<file path="config.mk">
export PLATFORM = sky130hd
export DESIGN_NAME = fll_cfg_ctrl
export DESIGN_NICKNAME = d
export VERILOG_FILES = /design/src/rtl/fll_cfg_ctrl.sv
export SDC_FILE = /design/constraint.sdc
export NUM_CORES = 1
export LEC_CHECK = 0
export BUFFER_PORTS_ARGS = -buffer_cell sky130_fd_sc_hd__clkbuf_2
export CAP_MARGIN = 20
export CORE_ASPECT_RATIO = 1.75
export CORE_MARGIN = 5
export CORE_UTILIZATION = 45
export DETAILED_ROUTE_END_ITERATION = 16
export PLACE_DENSITY = 0.75
export SLEW_MARGIN = 20
export SYNTH_ARGS = -nofsm -noshare
export SYNTH_HDL_FRONTEND = slang
export SYNTH_SLANG_ARGS = --single-unit
</file>
<file path="constraint.sdc">
create_clock -name clk_i -period 2.82 [get_ports clk_i]
set_input_delay 0.141 -clock clk_i [delete_from_list [all_inputs] [get_ports clk_i]]
set_output_delay 0.141 -clock clk_i [all_outputs]
set_load 0.05 [all_outputs]
</file>
<file path="src/rtl/fll_cfg_ctrl.sv">
// fll_cfg_ctrl: boots the FLL over its 4-phase config port, waits for a stable
// lock before moving the system clock onto the FLL, and afterwards serialises
// host register accesses onto the same port.
module fll_cfg_ctrl #(
   parameter logic [31:0] CFG1_VAL     = 32'h0000_0000,
   parameter logic [31:0] CFG2_VAL     = 32'h0000_0000,
   parameter int          SYNC_STAGES  = 2,
   parameter int          LOCK_STABLE  = 16,
   parameter int          LOCK_TIMEOUT = 4096
) (
   input  logic        clk_i,
   input  logic        rst_i,
   input  logic        en_i,
   input  logic        host_req_i,
   input  logic        host_wrn_i,
   input  logic [1:0]  host_add_i,
   input  logic [31:0] host_data_i,
   output logic        host_ack_o,
   output logic [31:0] host_r_data_o,
   output logic        fll_req_o,
   output logic        fll_wrn_o,
   output logic [1:0]  fll_add_o,
   output logic [31:0] fll_data_o,
   input  logic        fll_ack_i,
   input  logic [31:0] fll_r_data_i,
   input  logic        fll_lock_i,
   output logic        fll_pwr_o,
   output logic        clk_sel_o,
   output logic        cfg_done_o,
   output logic        cfg_err_o
);

   localparam int STW = $clog2(LOCK_STABLE + 1);
   localparam int TOW = $clog2(LOCK_TIMEOUT + 1);

   typedef enum logic [2:0] {
      IDLE, WR1, WR2, WAIT_LOCK, LOCKED, ERR, XFER, ACKLOW
   } state_t;

   state_t                 state_reg, state_next;
   state_t                 ret_reg, ret_next;
   logic [SYNC_STAGES-1:0] ack_sync_reg;
   logic [SYNC_STAGES-1:0] lock_sync_reg;
   logic [STW-1:0]         stable_reg, stable_next;
   logic [TOW-1:0]         tmo_reg, tmo_next;
   logic                   req_reg, req_next;
   logic                   wrn_reg, wrn_next;
   logic [1:0]             add_reg, add_next;
   logic [31:0]            data_reg, data_next;
   logic                   pwr_reg, pwr_next;
   logic                   clk_sel_reg, clk_sel_next;
   logic                   done_reg, done_next;
   logic                   err_reg, err_next;
   logic                   host_ack_reg, host_ack_next;
   logic [31:0]            r_data_reg, r_data_next;
   logic                   ack_s;
   logic                   lock_s;

   assign ack_s  = ack_sync_reg[SYNC_STAGES-1];
   assign lock_s = lock_sync_reg[SYNC_STAGES-1];

   // Synchronisers; lock from an unpowered FLL is meaningless, so that chain
   // is held clear until the FLL is powered.
   always_ff @(posedge clk_i or posedge rst_i) begin
      if (rst_i) begin
         ack_sync_reg  <= '0;
         lock_sync_reg <= '0;
      end else begin
         ack_sync_reg  <= {ack_sync_reg[SYNC_STAGES-2:0], fll_ack_i};
         lock_sync_reg <= pwr_reg ? {lock_sync_reg[SYNC_STAGES-2:0], fll_lock_i} : '0;
      end
   end

   // State, counters and every output register.
   always_ff @(posedge clk_i or posedge rst_i) begin
      if (rst_i) begin
         state_reg    <= IDLE;
         ret_reg      <= IDLE;
         stable_reg   <= '0;
         tmo_reg      <= '0;
         req_reg      <= 1'b0;
         wrn_reg      <= 1'b0;
         add_reg      <= 2'd0;
         data_reg     <= 32'd0;
         pwr_reg      <= 1'b0;
         clk_sel_reg  <= 1'b0;
         done_reg     <= 1'b0;
         err_reg      <= 1'b0;
         host_ack_reg <= 1'b0;
         r_data_reg   <= 32'd0;
      end else begin
         state_reg    <= state_next;
         ret_reg      <= ret_next;
         stable_reg   <= stable_next;
         tmo_reg      <= tmo_next;
         req_reg      <= req_next;
         wrn_reg      <= wrn_next;
         add_reg      <= add_next;
         data_reg     <= data_next;
         pwr_reg      <= pwr_next;
         clk_sel_reg  <= clk_sel_next;
         done_reg     <= done_next;
         err_reg      <= err_next;
         host_ack_reg <= host_ack_next;
         r_data_reg   <= r_data_next;
      end
   end

   // Next-state and next-output logic; everything holds unless changed here.
   always_comb begin
      state_next    = state_reg;
      ret_next      = ret_reg;
      stable_next   = stable_reg;
      tmo_next      = tmo_reg;
      req_next      = req_reg;
      wrn_next      = wrn_reg;
      add_next      = add_reg;
      data_next     = data_reg;
      pwr_next      = pwr_reg;
      clk_sel_next  = clk_sel_reg;
      err_next      = err_reg;
      host_ack_next = 1'b0;
      r_data_next   = r_data_reg;
      case (state_reg)
         IDLE: begin
            if (en_i) begin
               state_next = WR1;
               req_next   = 1'b1;
               wrn_next   = 1'b0;
               add_next   = 2'd1;
               data_next  = CFG1_VAL;
            end
         end
         WR1, WR2: begin
            if (ack_s) begin
               req_next   = 1'b0;
               ret_next   = (state_reg == WR1) ? WR2 : WAIT_LOCK;
               state_next = ACKLOW;
            end
         end
         ACKLOW: begin
            // The access is complete only once the ack has been seen low.
            if (!ack_s) begin
               state_next = ret_reg;
               if (ret_reg == WR2) begin
                  req_next  = 1'b1;
                  wrn_next  = 1'b0;
                  add_next  = 2'd2;
                  data_next = CFG2_VAL;
               end else if (ret_reg == WAIT_LOCK) begin
                  pwr_next    = 1'b1;
                  stable_next = '0;
                  tmo_next    = '0;
               end
            end
         end
         WAIT_LOCK: begin
            if (!lock_s)
               stable_next = '0;
            else if (stable_reg != STW'(LOCK_STABLE))
               stable_next = stable_reg + 1'b1;
            if (tmo_reg != TOW'(LOCK_TIMEOUT))
               tmo_next = tmo_reg + 1'b1;
            if (stable_reg == STW'(LOCK_STABLE)) begin
               state_next   = LOCKED;
               clk_sel_next = 1'b1;
            end else if (tmo_reg == TOW'(LOCK_TIMEOUT)) begin
               state_next = ERR;
               err_next   = 1'b1;
            end
         end
         LOCKED, ERR: begin
            // Lock loss is checked first so it wins over a simultaneous host request.
            if (state_reg == LOCKED && !lock_s) begin
               state_next   = WAIT_LOCK;
               clk_sel_next = 1'b0;
               stable_next  = '0;
               tmo_next     = '0;
            end else if (host_req_i) begin
               state_next = XFER;
               ret_next   = state_reg;
               req_next   = 1'b1;
               wrn_next   = host_wrn_i;
               add_next   = host_add_i;
               data_next  = host_data_i;
            end
         end
         XFER: begin
            if (ack_s) begin
               req_next      = 1'b0;
               host_ack_next = 1'b1;
               if (wrn_reg)
                  r_data_next = fll_r_data_i;
               state_next = ACKLOW;
            end
         end
         default: state_next = IDLE;
      endcase
      done_next = (state_next == LOCKED);
   end

   assign host_ack_o    = host_ack_reg;
   assign host_r_data_o = r_data_reg;
   assign fll_req_o     = req_reg;
   assign fll_wrn_o     = wrn_reg;
   assign fll_add_o     = add_reg;
   assign fll_data_o    = data_reg;
   assign fll_pwr_o     = pwr_reg;
   assign clk_sel_o     = clk_sel_reg;
   assign cfg_done_o    = done_reg;
   assign cfg_err_o     = err_reg;

endmodule

</file>
Word level (Yosys, flattened, before mapping)
Index checks and enable logic that the tools add are counted.
{"block": "op_classes", "div": 0, "multipliers": 0, "n_lt_le_gt_ge": 0, "addsub": 2, "mux": 57, "eq_ne": 27, "bitwise": 3, "reduce_logical": 20, "shift": 0}
{"op": "32-bit two-way mux", "count": 5}
{"op": "32-bit one-hot mux with 3 select lines", "count": 1}
{"op": "13-bit two-way mux", "count": 5}
{"op": "13-bit one-hot mux with 3 select lines", "count": 1}
{"op": "3-bit two-way mux", "count": 10}
{"op": "5-bit two-way mux", "count": 6}
{"op": "2-bit inequality test, second input constant", "count": 11}
{"op": "6-bit AND reduction", "count": 3}
{"op": "1-bit two-way mux", "count": 16}
{"op": "3-bit equality test, second input constant", "count": 5}
{"op": "3-bit one-hot mux with 5 select lines", "count": 1}
{"op": "5-bit one-hot mux with 3 select lines", "count": 1}
{"op": "13-bit by 1-bit adder with 13-bit output, second input constant", "count": 1}
{"op": "13-bit equality test, second input constant", "count": 1}
{"op": "13-bit inequality test, second input constant", "count": 1}
{"op": "3-bit by 2-bit equality test with 1-bit output, second input constant", "count": 4}
{"op": "2-bit two-way mux", "count": 6}
{"op": "3-bit AND reduction", "count": 3}
{"op": "4-bit AND reduction", "count": 2}
{"op": "7-bit AND reduction", "count": 1}
{"op": "2-bit one-hot mux with 3 select lines", "count": 1}
{"op": "3-bit one-hot mux with 2 select lines", "count": 1}
{"op": "3-bit nonzero test", "count": 2}
{"op": "5-bit by 1-bit adder with 5-bit output, second input constant", "count": 1}
{"op": "other kinds (16)", "count": 20}
{"block": "word_totals", "ff_bits": 101, "mem_bits_rw": 0, "romBits": 0, "mem_count": 0, "latch_bits": 0}

Logic depth before layout (Yosys ltp)
{"block": "depth", "depth_word": 5, "ltp_mapped": 7, "depth_no_buf": 6}

Worst setup path before layout
Ideal clock, no wire load.
{"block": "synth_timing", "path_kind": "flip-flop to flip-flop", "from": "register tmo_reg[0]", "to": "register tmo_reg[8]", "setup_time_ns": 0.082, "slack_ns": 0.969, "required_ns": 2.738, "arrival_ns": 1.769, "path_buffers": 1, "stages_incl_launch_ff": 8, "cell_sequence": "dfrtp_1 > inv_1 > ha_1 > or4b_1 > nor4_4 > nor3_2 > buf_6 > a31oi_1"}
{"block": "synth_via", "elab_chain_cells": 3}
{"element": "start, declared", "line_no": "45", "source": "logic [TOW-1:0] tmo_reg, tmo_next;"}
{"element": "start signal, assigned", "line_no": "95", "source": "tmo_reg <= tmo_next;"}
{"element": "13-bit by 1-bit adder with 13-bit output / 13-bit inequality test (equally long branches)", "line_no": "163, 162"}
{"element": "13-bit two-way mux / 2-bit inequality test (equally long branches)"}
{"element": "13-bit one-hot mux with 3 select lines / 6-bit AND reduction (equally long branches)"}
Parallel ways exist; a longest one is shown, timed or not. The select of a mux whose other input is x is not followed.
A chain may end at the register's enable or synchronous reset.

Worst setup path after layout
{"block": "layout_timing", "from": "register state_reg[0]", "to": "register tmo_reg[8]"}
{"block": "layout_via", "elab_chain_cells": 4}
{"element": "start, declared", "line_no": "40", "source": "state_t state_reg, state_next;"}
{"element": "start signal, assigned", "line_no": "92", "source": "state_reg <= state_next;"}
{"element": "3-bit equality test, on equally long branches", "line_no": "124, 174"}
{"element": "2-bit OR reduction / 1-bit logical AND (equally long branches)", "line_no": "124, 174"}
{"element": "2-bit inequality test (no source line) / 3-bit nonzero test (equally long branches)"}
{"element": "6-bit AND reduction (no source line)"}
Parallel ways exist; a longest one is shown, timed or not.

==> results_dict.tcl <==
set metrics [dict create \
    status "finished clean" \
    power_density_nw_per_um2 1270 \
    cp_cell_sequence "or2_2, o221a_2, nor3_2, a31oi_1" \
    fin_util_pct 58.7 \
    r2r_slack_ns 0.34 \
    syn_area_um2 4360 \
    tightest_slew_ns 1.03 \
    period_share_pct 88.1 \
    syn_inst 358 \
    numCtsBuffers 9 \
    fin_cells 632 \
    placed_area_um2 5240 \
    yosysMostFrequentCell "dfrtp_1" \
    cp_data_required_time_ns 2.99 \
    synth_top_area_share_pct 58.0 \
    postCtsSetupBuffers 0 \
    endpoint "tmo_reg[8]" \
    cts.sinks 101 \
    drc 0 \
    grt_antenna_before_repair 0 \
    areaGrowthSynthToFinish_pct 27.4 \
    die_w_um 84.4 \
    finalHoldViolations 0 \
    rows 47 \
    cts-root-buf "clkbuf_16" \
    firstDrtPassIters 5 \
    avgSynthCellArea_um2 12.2 \
    rsz0062_at_grt "false" \
    clk_pin_slew_worst_paths_ns 0.07 \
    hp-class "input pin to flop" \
    antennaDiodeCount 0 \
    nets 583 \
    grt-ovfl-total 0 \
    synth-seq-cells 101 \
    fill_cells 820 \
    grt_max_degree 55 \
    start_kind "flop" \
    synth_edf_count 0 \
    cts_resized 0 \
    leakagePower_nw 2.71 \
    track_usage_pct 18.1 \
    vias 3414 \
    synthFlopType "dfrtp_1" \
    place.port_buffers 145 \
    path_buf_inv 0 \
    core-area_um2 9470 \
    drt-initial-drc-count 142 \
    end_kind "flop" \
    vias_per_cell 5.40 \
    setup_viol 0 \
    max_freq_mhz 403 \
    start_util_pct 46.1 \
    reg2reg_from "state_reg[0]" \
    crit_slowest_cell "nor3_2" \
    regArea_um2 2530 \
    htreeDepth 3 \
    antenna_left 0 \
    critical_path.top_delay_family "simple AND/OR/NAND/NOR gates" \
    wl_um 10700 \
    finalMaxSlewViolations 0 \
    drive_above_1_share_pct 42.7 \
    finalCriticalPeriod_ns 2.48 \
    routabilityCongestion 0.882 \
    max_stage_delay_ns 0.85 \
    critPathArrivalTime_ns 2.65 \
    clock_path_buffers 2 \
    ys_warn_count 0 \
    synthTopCellsByArea "dfrtp_1, mux2_2, a22o_1, o21ai_0, nand2_1" \
    cap_violations 0 \
    path_depth 4 \
    worstReg2RegEnd "tmo_reg[8]" \
    insertion_delay_ns 0.34 \
    ir_drop_v 0.000557 \
    cts_tree "done" \
    dp_hpwl_um 8100 \
    dp.cells 615 \
    post_drt_wl_per_cell_um 16.9 \
    reg2reg_depth 4 \
    synth_cell_types 57 \
    fin_area_um2 5560 \
    multi_input_comb_area_um2 1700 \
    ios 146 \
    grt_pass1_vias 3498 \
    synth_fp_nets 435 \
    holdPathStages 2 \
    die_h_um 140 \
    seq_area_frac_synth_pct 58.0 \
    synthTopCellsByCount "dfrtp_1, a22o_1, mux2_2" \
    cp_max_fo 17 \
    slew_headroom_pct 31.1 \
    startpoint "state_reg[0]" \
    finClkSkew_ns 0.00945 \
    path_class "flop to flop" \
    async_reset_ff_share_pct 100 \
    final.setup.tns_ns 0 \
    yosysTopAreaCell "dfrtp_1" \
    die_area_um2 11800 \
    grt_pass1_wl_um 17300 \
]
[placed cells by master, fill, tap and decap left out, types with 2 or more instances in the layout]
cell / Yosys / routed
a21bo_2: 2 / 2
a21o_1: 4 / 4
a21oi_1: 12 / 12
a22o_1: 34 / 34
a31oi_1: 8 / 8
a31oi_2: 4 / 4
and2_1: 2 / 2
and3_1: 2 / 2
buf_4: 0 / 9
clkbuf_1: 7 / 2
clkbuf_16: 0 / 9
clkbuf_2: 0 / 145
dfrtp_1: 101 / 101
dlygate4sd3_1: 0 / 2
ha_1: 4 / 4
inv_1: 12 / 11
mux2_2: 32 / 32
mux2i_1: 2 / 2
nand2_1: 18 / 18
nand2b_1: 4 / 4
nand3_1: 8 / 8
nand3b_1: 2 / 2
nand4b_1: 2 / 2
nor2_1: 17 / 17
nor2b_1: 5 / 5
nor3_1: 5 / 4
nor3_2: 1 / 2
nor4_1: 2 / 2
o211ai_1: 3 / 3
o211ai_2: 2 / 2
o21a_1: 2 / 2
o21ai_0: 16 / 16
o31ai_1: 4 / 4
o41ai_1: 2 / 2
or4_1: 2 / 2
[layer usage]
layer  routed length (um)  GRT usage (%)  vias to the layer above
li1                     -              -                     1621
met1                 3920           20.3                     1625
met2                 5620           31.9                      136
met3                  725           4.94                       32
met4                  394           8.17                        0
met5                    0              0                        -
[power by group]
group / leakage [nW] / switching (mW) / internal, mW
clock: 0.139 / 0.495 / 0.709
sequential: 1.27 / 0.341 / 1.97
combinational: 1.30 / 2.55 / 1.02
[what timing repair did]
item | 4_1_cts | 5_1_grt
endpoints found under the hold margin | 53 | 0
hold buffers | 2 | 0
setup endpoints to repair | 0 | 0
[worst min-delay path by stage]
stage	from	to	slack, ns
2_1_floorplan	fll_ack_i	ack_sync_reg[0]	0.17
3_3_place_gp	fll_ack_i	ack_sync_reg[0]	0.26
3_5_place_dp	fll_ack_i	ack_sync_reg[0]	0.26
4_1_cts	host_data_i[29]	fll_data_o[29]	0.007
5_1_grt	host_data_i[20]	fll_data_o[20]	0.01
6_report	host_data_i[30]	fll_data_o[30]	0.02
[logic make-up after synthesis]
family	count (synthesis)	share of synthesized area [%]
compound gates	108	18.8
xor+xnor	1	0.201
fa+ha+maj	5	1.38
buf+inv	32	3.21
flops	101	58.0
mux	34	8.72
simple gates	77	9.73
[stage by stage]
step / setup slack, ns / hold slack [ns] / power [mW]
final: 0.337 / 0.0211 / 7.08
after global routing: 0.176 / 0.0140 / 7.44
after CTS: 0.328 / 0.00711 / 7.15
after detailed placement: 0.330 / 0.258 / 5.93
after global placement: 0.445 / 0.258 / 5.84
after floorplan: 0.0319 / 0.172 / 5.01
[area by class of cell]
class | instances | share of cell area [%]
timing repair buffer | 157 | 15.0
clock buffer | 12 | 4.44
clock inverter | 3 | 0.833
inverter | 12 | 0.856
sequential | 101 | 45.5
multi-input combinational | 225 | 30.6
tap | 122 | 2.75
Power figures use the tool's default switching activity.
